--- src/rtl/muldiv_pkg.sv ---
// Shared definitions for the iterative RV32M multiply/divide unit:
// func3 operation encodings and the control FSM state encoding.
package muldiv_pkg;

  typedef enum logic [2:0] {
    OP_MUL    = 3'b000,
    OP_MULH   = 3'b001,
    OP_MULHSU = 3'b010,
    OP_MULHU  = 3'b011,
    OP_DIV    = 3'b100,
    OP_DIVU   = 3'b101,
    OP_REM    = 3'b110,
    OP_REMU   = 3'b111
  } op_e;

  typedef enum logic [1:0] {
    S_IDLE = 2'd0,
    S_CALC = 2'd1,
    S_DONE = 2'd2
  } state_e;

endpackage

--- src/rtl/muldiv_unit.sv ---
// Iterative RV32M multiply/divide unit: one bit per cycle shift-add
// multiply and restoring divide on operand magnitudes.
module muldiv_unit
  import muldiv_pkg::*;
#(
  parameter int XLEN = 32
) (
  input  logic            clk,
  input  logic            rst_n,
  input  logic            in_valid,
  output logic            in_ready,
  input  logic [2:0]      func3,
  input  logic [XLEN-1:0] operand1,
  input  logic [XLEN-1:0] operand2,
  input  logic            flush,
  output logic            out_valid,
  input  logic            out_ready,
  output logic [XLEN-1:0] result
);

  localparam int CW = $clog2(XLEN) + 1;
  localparam logic [CW-1:0] LAST = CW'(XLEN - 1);
  localparam logic [XLEN-1:0] MINNEG = {1'b1, {(XLEN-1){1'b0}}};

  state_e state, state_nx;
  op_e    op_q, op_in;

  logic [CW-1:0]   cnt;
  logic [XLEN-1:0] hi, lo, bq;
  logic            neg_q, rneg_q;

  logic            sg1, sg2, s1, s2;
  logic            is_div, div0, ovf, special;
  logic            accept, last;
  logic [XLEN-1:0] m1, m2, spec_res;

  logic [XLEN-1:0]   addend;
  logic [XLEN:0]     sum, trial;
  logic              ge;
  logic [XLEN-1:0]   hi_n, lo_n;
  logic [2*XLEN-1:0] prod;
  logic [XLEN-1:0]   qv, rv, fin;

  assign op_in     = op_e'(func3);
  assign in_ready  = (state == S_IDLE);
  assign out_valid = (state == S_DONE);

  always_comb begin
    sg1 = 1'b0;
    sg2 = 1'b0;
    unique case (op_in)
      OP_MULH, OP_DIV, OP_REM: begin
        sg1 = 1'b1;
        sg2 = 1'b1;
      end
      OP_MULHSU: sg1 = 1'b1;
      default: ;
    endcase
  end

  assign s1     = sg1 & operand1[XLEN-1];
  assign s2     = sg2 & operand2[XLEN-1];
  assign m1     = s1 ? -operand1 : operand1;
  assign m2     = s2 ? -operand2 : operand2;
  assign is_div = func3[2];
  assign div0   = is_div && (operand2 == '0);
  assign ovf    = is_div && sg2
                  && (operand1 == MINNEG)
                  && (&operand2);
  assign special = div0 | ovf;

  // func3[1] distinguishes REM/REMU from DIV/DIVU
  always_comb begin
    spec_res = '0;
    if (div0)
      spec_res = func3[1] ? operand1 : '1;
    else
      spec_res = func3[1] ? '0 : operand1;
  end

  assign accept = in_valid && in_ready && !flush;
  assign last   = (cnt == LAST);

  // One iteration: hi:lo is the product or the remainder:dividend pair
  always_comb begin
    addend = lo[0] ? bq : '0;
    sum    = {1'b0, hi} + {1'b0, addend};
    trial  = {hi, lo[XLEN-1]} - {1'b0, bq};
    ge     = ~trial[XLEN];
    if (op_q[2]) begin
      hi_n = ge ? trial[XLEN-1:0]
                : {hi[XLEN-2:0], lo[XLEN-1]};
      lo_n = {lo[XLEN-2:0], ge};
    end else begin
      hi_n = sum[XLEN:1];
      lo_n = {sum[0], lo[XLEN-1:1]};
    end
  end

  always_comb begin
    prod = {hi_n, lo_n};
    if (neg_q)
      prod = -prod;
    qv  = neg_q ? -lo_n : lo_n;
    rv  = rneg_q ? -hi_n : hi_n;
    fin = '0;
    unique case (1'b1)
      (op_q == OP_MUL):
        fin = prod[XLEN-1:0];
      (op_q inside {OP_MULH, OP_MULHSU, OP_MULHU}):
        fin = prod[2*XLEN-1:XLEN];
      (op_q inside {OP_DIV, OP_DIVU}):
        fin = qv;
      (op_q inside {OP_REM, OP_REMU}):
        fin = rv;
      default: ;
    endcase
  end

  always_ff @(posedge clk or negedge rst_n) begin
    if (!rst_n)
      state <= S_IDLE;
    else
      state <= state_nx;
  end

  always_comb begin
    state_nx = state;
    unique case (state)
      S_IDLE:
        if (accept)
          state_nx = special ? S_DONE : S_CALC;
      S_CALC:
        if (flush)
          state_nx = S_IDLE;
        else if (last)
          state_nx = S_DONE;
      S_DONE:
        if (flush || out_ready)
          state_nx = S_IDLE;
      default:
        state_nx = S_IDLE;
    endcase
  end

  always_ff @(posedge clk or negedge rst_n) begin
    if (!rst_n) begin
      op_q   <= OP_MUL;
      cnt    <= '0;
      hi     <= '0;
      lo     <= '0;
      bq     <= '0;
      neg_q  <= 1'b0;
      rneg_q <= 1'b0;
      result <= '0;
    end else begin
      unique case (state)
        S_IDLE:
          if (accept) begin
            op_q   <= op_in;
            cnt    <= '0;
            hi     <= '0;
            lo     <= is_div ? m1 : m2;
            bq     <= is_div ? m2 : m1;
            neg_q  <= s1 ^ s2;
            rneg_q <= s1;
            if (special)
              result <= spec_res;
          end
        S_CALC: begin
          hi  <= hi_n;
          lo  <= lo_n;
          cnt <= cnt + CW'(1);
          if (last)
            result <= fin;
        end
        default: ;
      endcase
      // Result reads as zero whenever the unit is idle
      if (state_nx == S_IDLE)
        result <= '0;
    end
  end

endmodule
--- config.mk ---
export PLATFORM = sky130hd
export DESIGN_NAME = muldiv_unit
export DESIGN_NICKNAME = d
export VERILOG_FILES = /design/src/rtl/muldiv_pkg.sv /design/src/rtl/muldiv_unit.sv
export SDC_FILE = /design/constraint.sdc
export NUM_CORES = 1
export LEC_CHECK = 0
export CAP_MARGIN = 25
export CORE_MARGIN = 1
export CORE_UTILIZATION = 35
export DETAILED_ROUTE_END_ITERATION = 8
export DONT_BUFFER_PORTS = 1
export PLACE_DENSITY = 0.54
export RECOVER_POWER = 25
export SLEW_MARGIN = 15
export SYNTH_ARGS = -nofsm -noshare
export SYNTH_HDL_FRONTEND = slang
export SYNTH_SLANG_ARGS = --single-unit
--- constraint.sdc ---
create_clock -name clk -period 7.4 [get_ports clk]
set_input_delay 0.37 -clock clk [delete_from_list [all_inputs] [get_ports clk]]
set_output_delay 0.37 -clock clk [all_outputs]
set_load 0.02 [all_outputs]
* Word-level counts from Yosys, hierarchy flattened
Index checks and enable logic that the tools add are counted.
** Word-level totals
- Bits in registers :: 141
- Output and inout bits :: 34
** Operators by class
- Muxes and demuxes :: 34
- $add $sub $neg :: 8
- Equality and inequality tests :: 19
- Reduce and logical (&&, ||, !) cells :: 23
- Bitwise logic cells :: 5
** Operators with widths (count)
- 32-bit two-way mux :: 19
- 32-bit case mux with 2 select lines :: 3
- 32-bit negator :: 4
- 32-bit case mux with 4 select lines :: 1
- 64-bit two-way mux :: 1
- 64-bit negator :: 1
- 32-bit by 32-bit adder with 33-bit output :: 1
- 33-bit by 32-bit subtractor with 33-bit output :: 1
- 32-bit == test, second input constant :: 1
- 32-bit logical NOT :: 1
- 32-bit AND reduction :: 1
- 3-bit == test, second input constant :: 6
- 6-bit case mux with 2 select lines :: 1
- 2-bit two-way mux :: 5
- 3-bit by 2-bit == test with 1-bit output, second input constant :: 3
- 6-bit by 1-bit adder with 6-bit output, second input constant :: 1
- 3-bit by 1-bit == test with 1-bit output, second input constant :: 2
- 6-bit by 5-bit == test with 1-bit output, second input constant :: 1
- 1-bit logical AND :: 6
- 6-bit two-way mux :: 1
- 3-bit by 1-bit != test with 1-bit output, second input constant :: 2
- 2-bit case mux with 3 select lines :: 1
- 2-bit nonzero test :: 3
- 3-bit nonzero test :: 2
- other kinds (17) :: 21

* Depth between registers and ports, before layout
Gate-level depths: netlist (run 1).
- Word-level depth :: 13
- Mapped depth :: 25

* Least setup slack after synthesis (run 1)
OpenSTA, ideal clock, no wires.
- Path type :: flip-flop to flip-flop
- From :: register lo[31]
- To :: register result[10]
- Slack :: 2.251 ns
- Cell stages (with the launch flop) :: 25
- Library setup time :: 0.130 ns
- Data arrival time :: 5.019 ns
- Required time :: 7.270 ns
- Path buffers :: 1
- Cells stage by stage :: dfrtp_1 -> inv_1 -> ha_1 -> inv_1 -> fa_1 -> a211oi_2 -> o211a_4 -> nor2_8 -> o2111a_2 -> o21ai_1 -> nor2_1 -> nor2_1 -> ha_1 -> o211a_1 -> o21ai_1 -> or4_1 -> nand2b_1 -> or2_1 -> or4_1 -> clkbuf_1 -> o31ai_1 -> xnor2_1 -> o22ai_1 -> a211oi_1 -> o21ai_0
** Between the ends
- Word-level cells in the longest chain between the ends :: 9
- Elaborated cells on any way between the ends :: 15
- Those cells by class :: add/sub: 4; mux: 10; bitwise: 1
** Ends and longest elaborated chain
- from (decl) :: RTL line muldiv_unit.sv:29 : logic [XLEN-1:0] hi, lo, bq;
- from (signal assigned) :: RTL line muldiv_unit.sv:163 : lo <= is_div ? m1 : m2;
- from (signal assigned) :: RTL line muldiv_unit.sv:172 : lo <= lo_n;
- 33-bit by 32-bit subtractor with 33-bit output :: RTL line muldiv_unit.sv:88 : trial = {hi, lo[XLEN-1]} - {1'b0, bq};
- 32-bit two-way mux or 1-bit NOT (tied branches) :: RTL line muldiv_unit.sv:91, muldiv_unit.sv:89
- 32-bit two-way mux :: RTL line muldiv_unit.sv:90 : if (op_q[2]) begin
- 64-bit negator (tied with other cells) :: RTL line muldiv_unit.sv:103 : prod = -prod;
- 64-bit two-way mux (tied with other cells) :: RTL line muldiv_unit.sv:102 : if (neg_q)
- 32-bit case mux with 4 select lines * :: RTL line muldiv_unit.sv:107 : unique case (1'b1)
- 32-bit two-way mux * :: RTL line muldiv_unit.sv:174 : if (last)
- 32-bit case mux with 2 select lines * :: RTL line muldiv_unit.sv:157 : unique case (state)
- 32-bit two-way mux * :: RTL line muldiv_unit.sv:180 : if (state_nx == S_IDLE)
- to (signal assigned) :: RTL line muldiv_unit.sv:168 : result <= spec_res;
- to (signal assigned) :: RTL line muldiv_unit.sv:175 : result <= fin;
- to (decl) :: RTL line muldiv_unit.sv:18 : output logic [XLEN-1:0] result
Every way passes the cells marked *; elsewhere a longest branch is shown, timed or not. The select of a mux whose other input is x is not followed.
A chain may end at the register's enable or synchronous reset.

* Worst setup path after layout (run 1)
- From :: register hi[14]
- To :: register result[10]
** Between the ends
- Word-level cells in the longest chain between the ends :: 9
- Elaborated cells on any way between the ends :: 15
- Those cells by class :: add/sub: 4; mux: 10; bitwise: 1
** Ends and longest elaborated chain
- from (decl) :: RTL line muldiv_unit.sv:29
- from (signal assigned) :: RTL line muldiv_unit.sv:171 : hi <= hi_n;
- 33-bit by 32-bit subtractor with 33-bit output * :: RTL line muldiv_unit.sv:88
- 32-bit two-way mux or 1-bit NOT (tied branches) :: RTL line muldiv_unit.sv:91, muldiv_unit.sv:89
- 32-bit two-way mux :: RTL line muldiv_unit.sv:90
- 64-bit negator (tied with other cells) :: RTL line muldiv_unit.sv:103
- 64-bit two-way mux (tied with other cells) :: RTL line muldiv_unit.sv:102
- 32-bit case mux with 4 select lines * :: RTL line muldiv_unit.sv:107
- 32-bit two-way mux * :: RTL line muldiv_unit.sv:174
- 32-bit case mux with 2 select lines * :: RTL line muldiv_unit.sv:157
- 32-bit two-way mux * :: RTL line muldiv_unit.sv:180
Marked as above.

==> metrics.cfg, run 1 <==
[grt]
grt_pass1_wl_um = 107200
grt_max_degree = 142
grt.overflow.total = 0
grt_pass1_vias = 16320
gr-usage-all-layers_pct = 29.87
grt_antenna_before_repair = 5

[clock_network]
cts_buffer_depth = 2
cts.sinks = 141
cts_root_buf = clkbuf_16
cts_buffers = 17
postCtsHoldBufs = 3
cts.repair.resized = 0
htree_levels = 4
clk_latency_ns = 0.45
post_cts_buffers = 0
clkTransAtPathRegs_ns = 0.07
cts_tree = done

[yosys]
yosysTopAreaCell = dfrtp_1
synth_top_cell_area_share_pct = 21.18
synthCells = 2288
synth_nets = 2432
avgSynthCellArea_um2 = 7.280
yosysUniqueCellTypes = 104
ys_top_cells_by_count = nand2_1 (319), o21ai_0 (203), a21oi_1 (190)
synth-edff-count = 0
synth.most_common_cell = nand2_1
synth_area_mm2 = 0.01666
synthTopCellsByArea = dfrtp_1 (21%), nand2_1 (7.2%), o21ai_0 (6.1%), a21oi_1 (5.7%), xnor2_1 (5.3%)
yosys_warnings = 0
ys_ff_latch = 141
async_flop_share_pct = 100.0
ys.flop_type = dfrtp_1
seq_area_frac_synth_pct = 21.18

[timing]
finalCritPeriodShare_pct = 82.90
slew_violations = 142
rsz0062_at_grt = false
tightest_slew_ns = 3.845
max_freq_ghz = 0.1630
finalCriticalPeriod_ns = 6.135
tns_ns = 0
holdWs_ns = 0.04301
max-slew-margin-rel_pct = -156.3
hold_viol = 0
final-setup-viol-count = 0
finalClockSkew_ns = 0.01009

[setup_path]
ff2ff_path_depth = 20
r2r_start = hi[14]
path_class = flop to flop
worstPathMaxFanout = 22
r2r_slack_ns = 1.27
crit_path_start_kind = flop
crit_required_ns = 7.73
crit_end = result[10]
cp-startpoint = hi[14]
r2r-end = result[10]
crit_arrival_ns = 6.46
end_kind = flop

[run_status]
violations = max-capacitance violations, max-slew violations
outcome = finished, violations left

[pwr]
p_leak_nw = 7.099
p_per_area_mw_per_mm2 = 457.6
peakVddDrop_v = 0.0002014

[floorplan]
die-area_mm2 = 0.04846
initial_utilization_pct = 35.63
rows = 79
fp.dieH_um = 220.1
die_x_um = 220.1
io_pins = 106
core_area_mm2 = 0.04675

[routing]
dr_total_vias = 17860
via_per_inst = 6.364
postRouteAntennaNets = 0
drc = 0
wl_per_cell_um = 26.14
postRouteWirelength_um = 73350
drt_iter0_drc = 1914
first_pass_iters = 6

[placed_design]
place.gp.congestion = 0.9929
postPlaceCellArea_mm2 = 0.01705
port-buffer-count = 0
place_hpwl_um = 56230

[finish]
area_growth_pct = 6.092
fin_nets = 2330
fillerInstances = 4967
drive_above_1_share_pct = 5.821
fin_area_mm2 = 0.01767
diodes = 0

[run]
max-cap-violations = 1

[hold_path]
worst_hold_path_type = primary input to flop

## cells in the final DEF (no fill, tap or decap), types with 19 or more instances in the layout
cell / count
and2_1: 45
o21ai_0: 202
nand2_1: 319
nor4_1: 27
o31ai_1: 36
nor2_1: 168
o221ai_1: 44
nand4_1: 33
nand3_1: 67
a21o_1: 28
nor3_1: 56
a31oi_1: 20
xor2_1: 85
xnor2_1: 101
ha_1: 70
dfrtp_1: 139
mux2i_1: 48
inv_1: 68
buf_4: 28
a21oi_1: 190
or3_1: 22
nand2b_1: 19
o211ai_1: 40
## per-layer routing
| layer | routed length (µm) | global-route usage (%) |
|---|---|---|
| met2 | 32570 | 46.08 |
| met3 | 5817 | 5.924 |
| met1 | 32020 | 40.67 |
| met4 | 2919 | 12.02 |
| met5 | 26 | 0 |
## worst max-delay path, stage by stage, from the launching register on
cell,delay (ns)
dfrtp_1,0.46
ha_1,0.52
nand2_2,0.12
nor2_1,0.27
or2_1,0.26
o2111ai_4,0.21
a21oi_4,0.63
nor2_1,0.22
nor2_1,0.26
ha_1,0.24
o211a_1,0.16
o21ai_1,0.09
or4_1,0.53
nand2b_1,0.23
or2_1,0.29
or4_1,0.53
o31ai_1,0.37
xnor2_1,0.16
o22ai_1,0.10
a211oi_1,0.23
o21ai_0,0.12
## logic make-up (layout without fill, tap and decap cells)
family | Yosys count | after routing | share of synthesized area, %
xor gates and xnor gates | 186 | 186 | 9.781
adders and majority gates | 72 | 72 | 5.499
AOI/OAI and AO/OA | 763 | 763 | 30.22
muxes | 53 | 53 | 3.223
buffers and inverters | 220 | 131 | 5.236
and+or+nand+nor | 853 | 853 | 24.86
DFF | 141 | 141 | 21.18
## where the power goes
group	total [W]	switching [W]	internal, W	leakage, nW
Sequential	0.00129	0.000315	0.000979	1.82
Combinational	0.00587	0.00389	0.00198	4.99
Clock	0.000924	0.000389	0.000534	0.290
Total	0.00809	0.00460	0.00349	7.10
## cell type report
type,instances,area [µm²],share of cell area [%]
inverter,68,255.2,1.444
clock buffer,20,436.7,2.471
clock inverter,12,160.2,0.9063
multi-input combinational,1927,12290,69.55
timing repair buffer,31,235.2,1.331
sequential,141,3533,20.00
tap,607,759.5,4.298
## how the worst min path moves through the flow
| stage | start | end | slack, ns | cells after the start |
|---|---|---|---|---|
| 2_1_floorplan | rst_n | bq[0] | 0.07 | 0 |
| 3_3_place_gp | rst_n | hi[26] | 0.08 | 0 |
| 3_5_place_dp | rst_n | cnt[4] | 0.08 | 0 |
| 4_1_cts | func3[0] | op_q[0] | 0.03 | 2 |
| 5_1_grt | func3[0] | op_q[0] | 0.05 | 2 |
| 6_report | func3[0] | op_q[0] | 0.04 | 2 |
## state kept, by name, summed over array words and instances (netlist names)
signal / cells
bq: 32
hi: 32
lo: 32
result: 32
cnt: 6
op_q: 3
state: 2
neg_q: 1
rneg_q: 1
## metrics by stage
step | utilization (%) | power, W | instances | setup WS, ns
floorplan | - | 0.005206 | 2288 | 2.251
global placement | 36.45 | 0.006927 | 2770 | 1.600
detailed placement | 36.47 | 0.006959 | 2771 | 1.424
CTS | 37.84 | 0.007933 | 2806 | 1.413
global route | 37.80 | 0.008538 | 2806 | 0.9639
finish | 37.80 | 0.008086 | 2806 | 1.265
No activity file was read; power rests on OpenSTA's default activity.
==> run 2, diff against run 1 <==
- PLACE_DENSITY: 0.54 -> 0.56
- clock period: 7.4 -> 5 ns (I/O delays scaled with it)
==> run 2 against run 1 <==
  * The flow finishes with violations (design-rule violations)
  * Hold slack worse by 0.023 ns
  * Critical path depth up 3
  * Design area up 14%
  * Count of clock-buffer cells in the layout down 2
  * Sequential power up 40%
  * Largest cell class unchanged
  * Largest power group unchanged
  * Highest routed layer is now met4
==> metrics.cfg, run 2 (synthesis gave the netlist of run 1 again) <==
[placed_design]
place.gp.congestion = 1.009  ; was 0.9929
dp_cells = 3004  ; was 2,771
port-buffer-count = 0  ; unchanged
place_hpwl_um = 58800  ; was 56,230 µm

[pwr]
finalPower_w = 0.01404  ; was 0.008086 W
p_leak_nw = 8.457  ; was 7.099 nW
p_per_area_mw_per_mm2 = 699.0  ; was 457.6 mW/mm²
peakVddDrop_v = 0.0003859  ; was 0.0002014 V

[run_status]
outcome = finished, violations left  ; unchanged
violations = design-rule violations  ; was max-capacitance violations, max-slew violations

[setup_path]
slowest_delay_ns = 0.43  ; was 0.63 ns
crit_path_start_kind = flop  ; unchanged
r2r-end = result[18]  ; was result[10]
worstPathMaxFanout = 5  ; was 22
crit_required_ns = 5.34  ; was 7.73 ns
r2r_start = lo[31]  ; was hi[14]
crit_chain = inv_2, ha_4, inv_2, fa_2, a211oi_4, o211a_4, nor2_8, o2111a_2, o21ai_4, nor2_4, nor2_4, ha_4, o211a_1, o21ai_2, or4_4, nand2b_4, or2_4, or4_4, buf_6, o31ai_4, xor2_1, o221ai_1, a22o_1  ; was ha_1, nand2_2, nor2_1, or2_1, o2111ai_4, a21oi_4, nor2_1, nor2_1, ha_1, o211a_1, o21ai_1, or4_1, nand2b_1, or2_1, or4_1, o31ai_1, xnor2_1, o22ai_1, a211oi_1, o21ai_0
ff2ff_path_depth = 23  ; was 20
end_kind = flop  ; unchanged
slowest_stage = or4_4  ; was a21oi_4
r2r_slack_ns = 0.01  ; was 1.27 ns
crit_arrival_ns = 5.33  ; was 6.46 ns
path_class = flop to flop  ; unchanged

[finish]
final_util_pct = 42.95  ; was 37.80%
final_cell_mix = nand2_1 (319), buf_4 (272), o21ai_0 (192), a21oi_1 (187), nor2_1 (166)  ; was nand2_1 (319), o21ai_0 (202), a21oi_1 (190), nor2_1 (168), dfrtp_1 (139)
final_common_cell = nand2_1  ; unchanged
finalNonFillerCells = 3063  ; was 2,806
drive_above_1_share_pct = 17.76  ; was 5.821%
area_growth_pct = 20.57  ; was 6.092%
fin_nets = 2586  ; was 2,330

[clock_network]
cts_buffer_depth = 2  ; unchanged
cts_root_buf = clkbuf_16  ; unchanged
clk_latency_ns = 0.46  ; was 0.45 ns
cts_tree = done  ; unchanged
htree_levels = 4  ; unchanged
cts.sinks = 141  ; unchanged
clkTransAtPathRegs_ns = 0.07  ; about the same
cts_buffers = 17  ; unchanged

[hold_path]
min_from = func3[2]  ; was func3[0]
whs_path_depth = 2  ; unchanged
worst_hold_path_type = primary input to flop  ; unchanged
holdPathEnd = bq[6]  ; was op_q[0]

[floorplan]
io_pins = 106  ; unchanged
initial_utilization_pct = 35.63  ; unchanged
die_x_um = 220.1  ; unchanged
core_area_mm2 = 0.04675  ; unchanged
die-area_mm2 = 0.04846  ; unchanged
rows = 79  ; unchanged
fp.dieH_um = 220.1  ; unchanged

[timing]
tightest_slew_ns = 1.092  ; was 3.845 ns
max_freq_ghz = 0.2005  ; was 0.1630 GHz
hold_viol = 0  ; unchanged
final-setup-viol-count = 0  ; unchanged
finalCriticalPeriod_ns = 4.988  ; was 6.135 ns
rsz0062_at_grt = true  ; was false
finalCritPeriodShare_pct = 99.76  ; was 82.90%
tns_ns = 0  ; unchanged
slew_violations = 0  ; was 142
max-slew-margin-rel_pct = 26.41  ; was -156.3%
holdWs_ns = 0.02024  ; was 0.04301 ns
finalClockSkew_ns = 0.01822  ; was 0.01009 ns

[grt]
gr-usage-all-layers_pct = 30.81  ; was 29.87%
grt_pass1_wl_um = 111300  ; was 107,200 µm
grt.overflow.total = 0  ; unchanged
grt_pass1_vias = 17480  ; was 16,320
grt_antenna_before_repair = 2  ; was 5
grt_max_degree = 142  ; unchanged

[routing]
postRouteAntennaNets = 0  ; unchanged
drc = 4  ; was 0
wl_per_cell_um = 24.50  ; was 26.14 µm
first_pass_iters = 7  ; was 6
dr_total_vias = 18750  ; was 17,860
postRouteWirelength_um = 75050  ; was 73,350 µm
drt_iter0_drc = 2120  ; was 1,914
via_per_inst = 6.120  ; was 6.364

[run]
max-cap-violations = 0  ; was 1

-- run 2: per-layer routing --
layer  track usage [%]  routed length [µm]  part of all wire [%]
met1             43.07               33290                    44
met2             46.69               32720                    44
met3             4.674                5549                   7.4
met4             13.63                3493                   4.7
met5                 0                   0                     0
-- run 2: layout make-up --
| class | count | area, µm² |
|---|---|---|
| Clock buffer | 18 | 429.2 |
| Clock inverter | 14 | 219.0 |
| Multi-Input combinational cell | 1927 | 12640 |
| Sequential cell | 141 | 3536 |
| Inverter | 68 | 257.7 |
| Antenna cell | 1 | 2.502 |
| Tap cell | 607 | 759.5 |
| Fill cell | 4827 | 26670 |
| Timing Repair Buffer | 287 | 2238 |
-- run 2: timing repair --
| item | in CTS | in global routing |
|---|---|---|
| hold buffers | 6 | 0 |
| pin swaps | 14 | 44 |
| gates resized for setup | 10 | 72 |
| setup endpoints to repair | 18 | 23 |
| hold endpoints to repair | 150 | 0 |
| setup buffers | 6 | 12 |
-- run 2: critical path: cells and delay by family (launching register included) --
family / cells / cell delay, ns
compound gates: 9 / 1.79
simple gates: 7 / 1.55
fa+ha+maj: 3 / 0.67
flops: 1 / 0.39
xor+xnor: 1 / 0.17
buf+inv: 3 / 0.28
-- run 2: report_power, final --
| group | leakage (nW) | internal, W | switching [W] | total, W |
|---|---|---|---|---|
| Combinational | 6.33 | 0.00440 | 0.00637 | 0.0108 |
| Sequential | 1.82 | 0.00145 | 0.000354 | 0.00180 |
| Clock | 0.310 | 0.000886 | 0.000573 | 0.00146 |
| Total | 8.46 | 0.00674 | 0.00730 | 0.0140 |
-- run 2: worst max-delay path by stage --
| stage | to | startpoint | slack, ns | depth (start not counted) |
|---|---|---|---|---|
| 2_1_floorplan | result[10] | lo[31] | -0.01 | 24 |
| 3_3_place_gp | result[27] | bq[0] | -0.19 | 17 |
| 3_5_place_dp | result[18] | lo[31] | -0.21 | 23 |
| 4_1_cts | result[27] | lo[31] | 0.003 | 22 |
| 5_1_grt | result[18] | lo[31] | -0.1 | 23 |
| 6_report | result[18] | lo[31] | 0.01 | 23 |
-- run 2: metrics by stage --
stage	area [µm²]	setup slack [ns]
after global routing	20080	-0.09510
after CTS	19650	0.003276
after global placement	18840	-0.1876
final	20080	0.01222
after detailed placement	18840	-0.2148
after floorplan	16680	-0.01117
==> run 3, diff against run 2 <==
- PLACE_DENSITY: 0.56 -> not set
==> run 3 against run 2 <==
  * The run now ends clean
  * Routed wire length down 3.9%
  * Setup slack better by 0.065 ns
  * Hold slack better by 0.0053 ns
  * Largest power group unchanged
  * Sequential cell count unchanged
  * Die area unchanged
  * Largest cell class unchanged
  * Clock skew up 0.00071 ns
  * Global-route usage down 1.4 points
  * Power down 3.4%
  * Via count up 0.54%
  * Sequential power about the same
  * Combinational power down 4%
==> metrics.cfg, run 3 (synthesis gave the netlist of run 1 again) <==
[setup_path]
path_class = flop to flop  ; unchanged
r2r_slack_ns = 0.08  ; was 0.01 ns
worstPathMaxFanout = 6  ; was 5
crit_arrival_ns = 5.25  ; was 5.33 ns
crit_path_start_kind = flop  ; unchanged
crit_required_ns = 5.33  ; was 5.34 ns
end_kind = flop  ; unchanged

[grt]
grt_pass1_vias = 17650  ; was 17,480
gr-usage-all-layers_pct = 29.44  ; was 30.81%
grt_max_degree = 142  ; unchanged
grt_pass1_wl_um = 108100  ; was 111,300 µm
grt_antenna_before_repair = 10  ; was 2
grt.overflow.total = 0  ; unchanged

[timing]
hold_viol = 0  ; unchanged
max_freq_ghz = 0.2032  ; was 0.2005 GHz
finalClockSkew_ns = 0.01894  ; was 0.01822 ns
rsz0062_at_grt = true  ; unchanged
slew_violations = 0  ; unchanged
finalCriticalPeriod_ns = 4.922  ; was 4.988 ns
tightest_slew_ns = 1.102  ; was 1.092 ns
final-setup-viol-count = 0  ; unchanged
max-slew-margin-rel_pct = 25.75  ; was 26.41%
finalCritPeriodShare_pct = 98.45  ; was 99.76%

[routing]
postRouteWirelength_um = 72100  ; was 75,050 µm
dr_wl_met2_um = 30840  ; was 32,720 µm
wl_per_cell_um = 23.84  ; was 24.50 µm
dr_total_vias = 18850  ; was 18,750
drt_iter0_drc = 2089  ; was 2,120
drc = 0  ; was 4
first_pass_iters = 7  ; unchanged
highest-signal-layer = met5  ; was met4
postRouteAntennaNets = 0  ; unchanged
wl_met3_um = 7365  ; was 5549 µm
via_per_inst = 6.233  ; was 6.120
drt-met1-wl_um = 29650  ; was 33,290 µm

[clock_network]
cts_buffers = 17  ; unchanged
cts.sinks = 141  ; unchanged
cts_root_buf = clkbuf_16  ; unchanged
clkTransAtPathRegs_ns = 0.08  ; was 0.07 ns
htree_levels = 4  ; unchanged
clk_latency_ns = 0.46  ; about the same
cts_buffer_depth = 2  ; unchanged
cts_tree = done  ; unchanged

[floorplan]
core_area_mm2 = 0.04675  ; unchanged
fp.dieH_um = 220.1  ; unchanged
die_x_um = 220.1  ; unchanged
initial_utilization_pct = 35.63  ; unchanged
rows = 79  ; unchanged
io_pins = 106  ; unchanged
die-area_mm2 = 0.04846  ; unchanged

[finish]
fin_nets = 2547  ; was 2,586
final_cell_mix = nand2_1 (318), buf_4 (236), o21ai_0 (192), a21oi_1 (186), nor2_1 (164)  ; was nand2_1 (319), buf_4 (272), o21ai_0 (192), a21oi_1 (187), nor2_1 (166)
drive_above_1_share_pct = 16.48  ; was 17.76%
final_common_cell = nand2_1  ; unchanged
area_growth_pct = 18.22  ; was 20.57%
finalNonFillerCells = 3024  ; was 3,063
final_util_pct = 42.11  ; was 42.95%

[placed_design]
port-buffer-count = 0  ; unchanged
place.gp.congestion = 1.032  ; was 1.009
place_hpwl_um = 56260  ; was 58,800 µm
dp_cells = 2970  ; was 3,004

[run_status]
outcome = completed  ; was finished, violations left

[hold_path]
worst_hold_path_type = primary input to flop  ; unchanged

[pwr]
p_leak_nw = 8.218  ; was 8.457 nW
peakVddDrop_v = 0.0002911  ; was 0.0003859 V
p_per_area_mw_per_mm2 = 688.9  ; was 699.0 mW/mm²

[run]
max-cap-violations = 0  ; unchanged

-- run 3: final timing paths --
kind / startpoint / endpoint / cells past startpoint
max: lo[31] / result[10] / 23
min: flush / result[0] / 2
max reg2reg: lo[31] / result[10] / 23
min reg2reg: bq[13] / bq[13] / 2
max in group asynchronous: rst_n / op_q[2] / 2
min in group asynchronous: rst_n / hi[18] / 2
-- run 3: timing repair --
item,in CTS,in global routing
hold buffers,6,0
setup endpoints to repair,16,22
hold endpoints to repair,146,0
pin swaps,3,38
resized for setup,8,70
buffers inserted,1,14
cloned,0,0
-- run 3: metal layers --
metal	vias up	global-route usage, %
met3	214	5.869
met1	8987	39.58
met5	-	0
li1	8612	-
met4	10	15.08
met2	1025	44.55
-- run 3: cell type report --
| type | count | area [µm²] |
|---|---|---|
| Fill cell | 4752 | 27060 |
| Multi-Input combinational cell | 1927 | 12590 |
| Sequential cell | 141 | 3533 |
| Timing Repair Buffer | 248 | 1926 |
| Tap cell | 607 | 759.5 |
| Clock buffer | 17 | 425.4 |
| Inverter | 68 | 257.7 |
| Clock inverter | 14 | 192.7 |
| Antenna cell | 2 | 5.005 |
-- run 3: worst max-delay path, stage by stage (launching register included) --
cell and delay [ns]:
dfrtp_1 0.38, inv_2 0.08, ha_4 0.14, inv_4 0.03, fa_2 0.38, a211oi_4 0.27
o211a_4 0.23, nor2_8 0.04, o2111a_2 0.28, o21ai_4 0.17, nor2_4 0.08, nor2_4 0.13
ha_4 0.14, o211a_1 0.15, o21ai_2 0.06, or4_4 0.42, nand2b_4 0.17, or2_4 0.24
or4_4 0.61, o31ai_4 0.26, xnor2_1 0.14, o22ai_1 0.08, a211oi_1 0.22, o21ai_1 0.09
-- run 3: metrics by stage --
stage                TNS, ns  cell area (µm²)  power, W  hold slack [ns]  setup WS (ns)
floorplan           -0.01117            16680  0.007720         -0.04559       -0.01117
global placement     -0.3163            18580   0.01133         -0.02755        -0.1333
detailed placement   -0.7512            18580   0.01143         -0.02526        -0.1523
CTS                 -0.02719            19300   0.01294          0.02230       -0.01603
global route         -0.3100            19690   0.01434          0.02166        -0.1101
finish                     0            19690   0.01356          0.02550        0.07771
-- run 3: where the power goes --
group | internal (W) | total [W] | switching [W] | leakage (nW)
sequential | 0.00145 | 0.00180 | 0.000351 | 1.82
combinational | 0.00415 | 0.0104 | 0.00620 | 6.10
clock | 0.000834 | 0.00141 | 0.000572 | 0.296
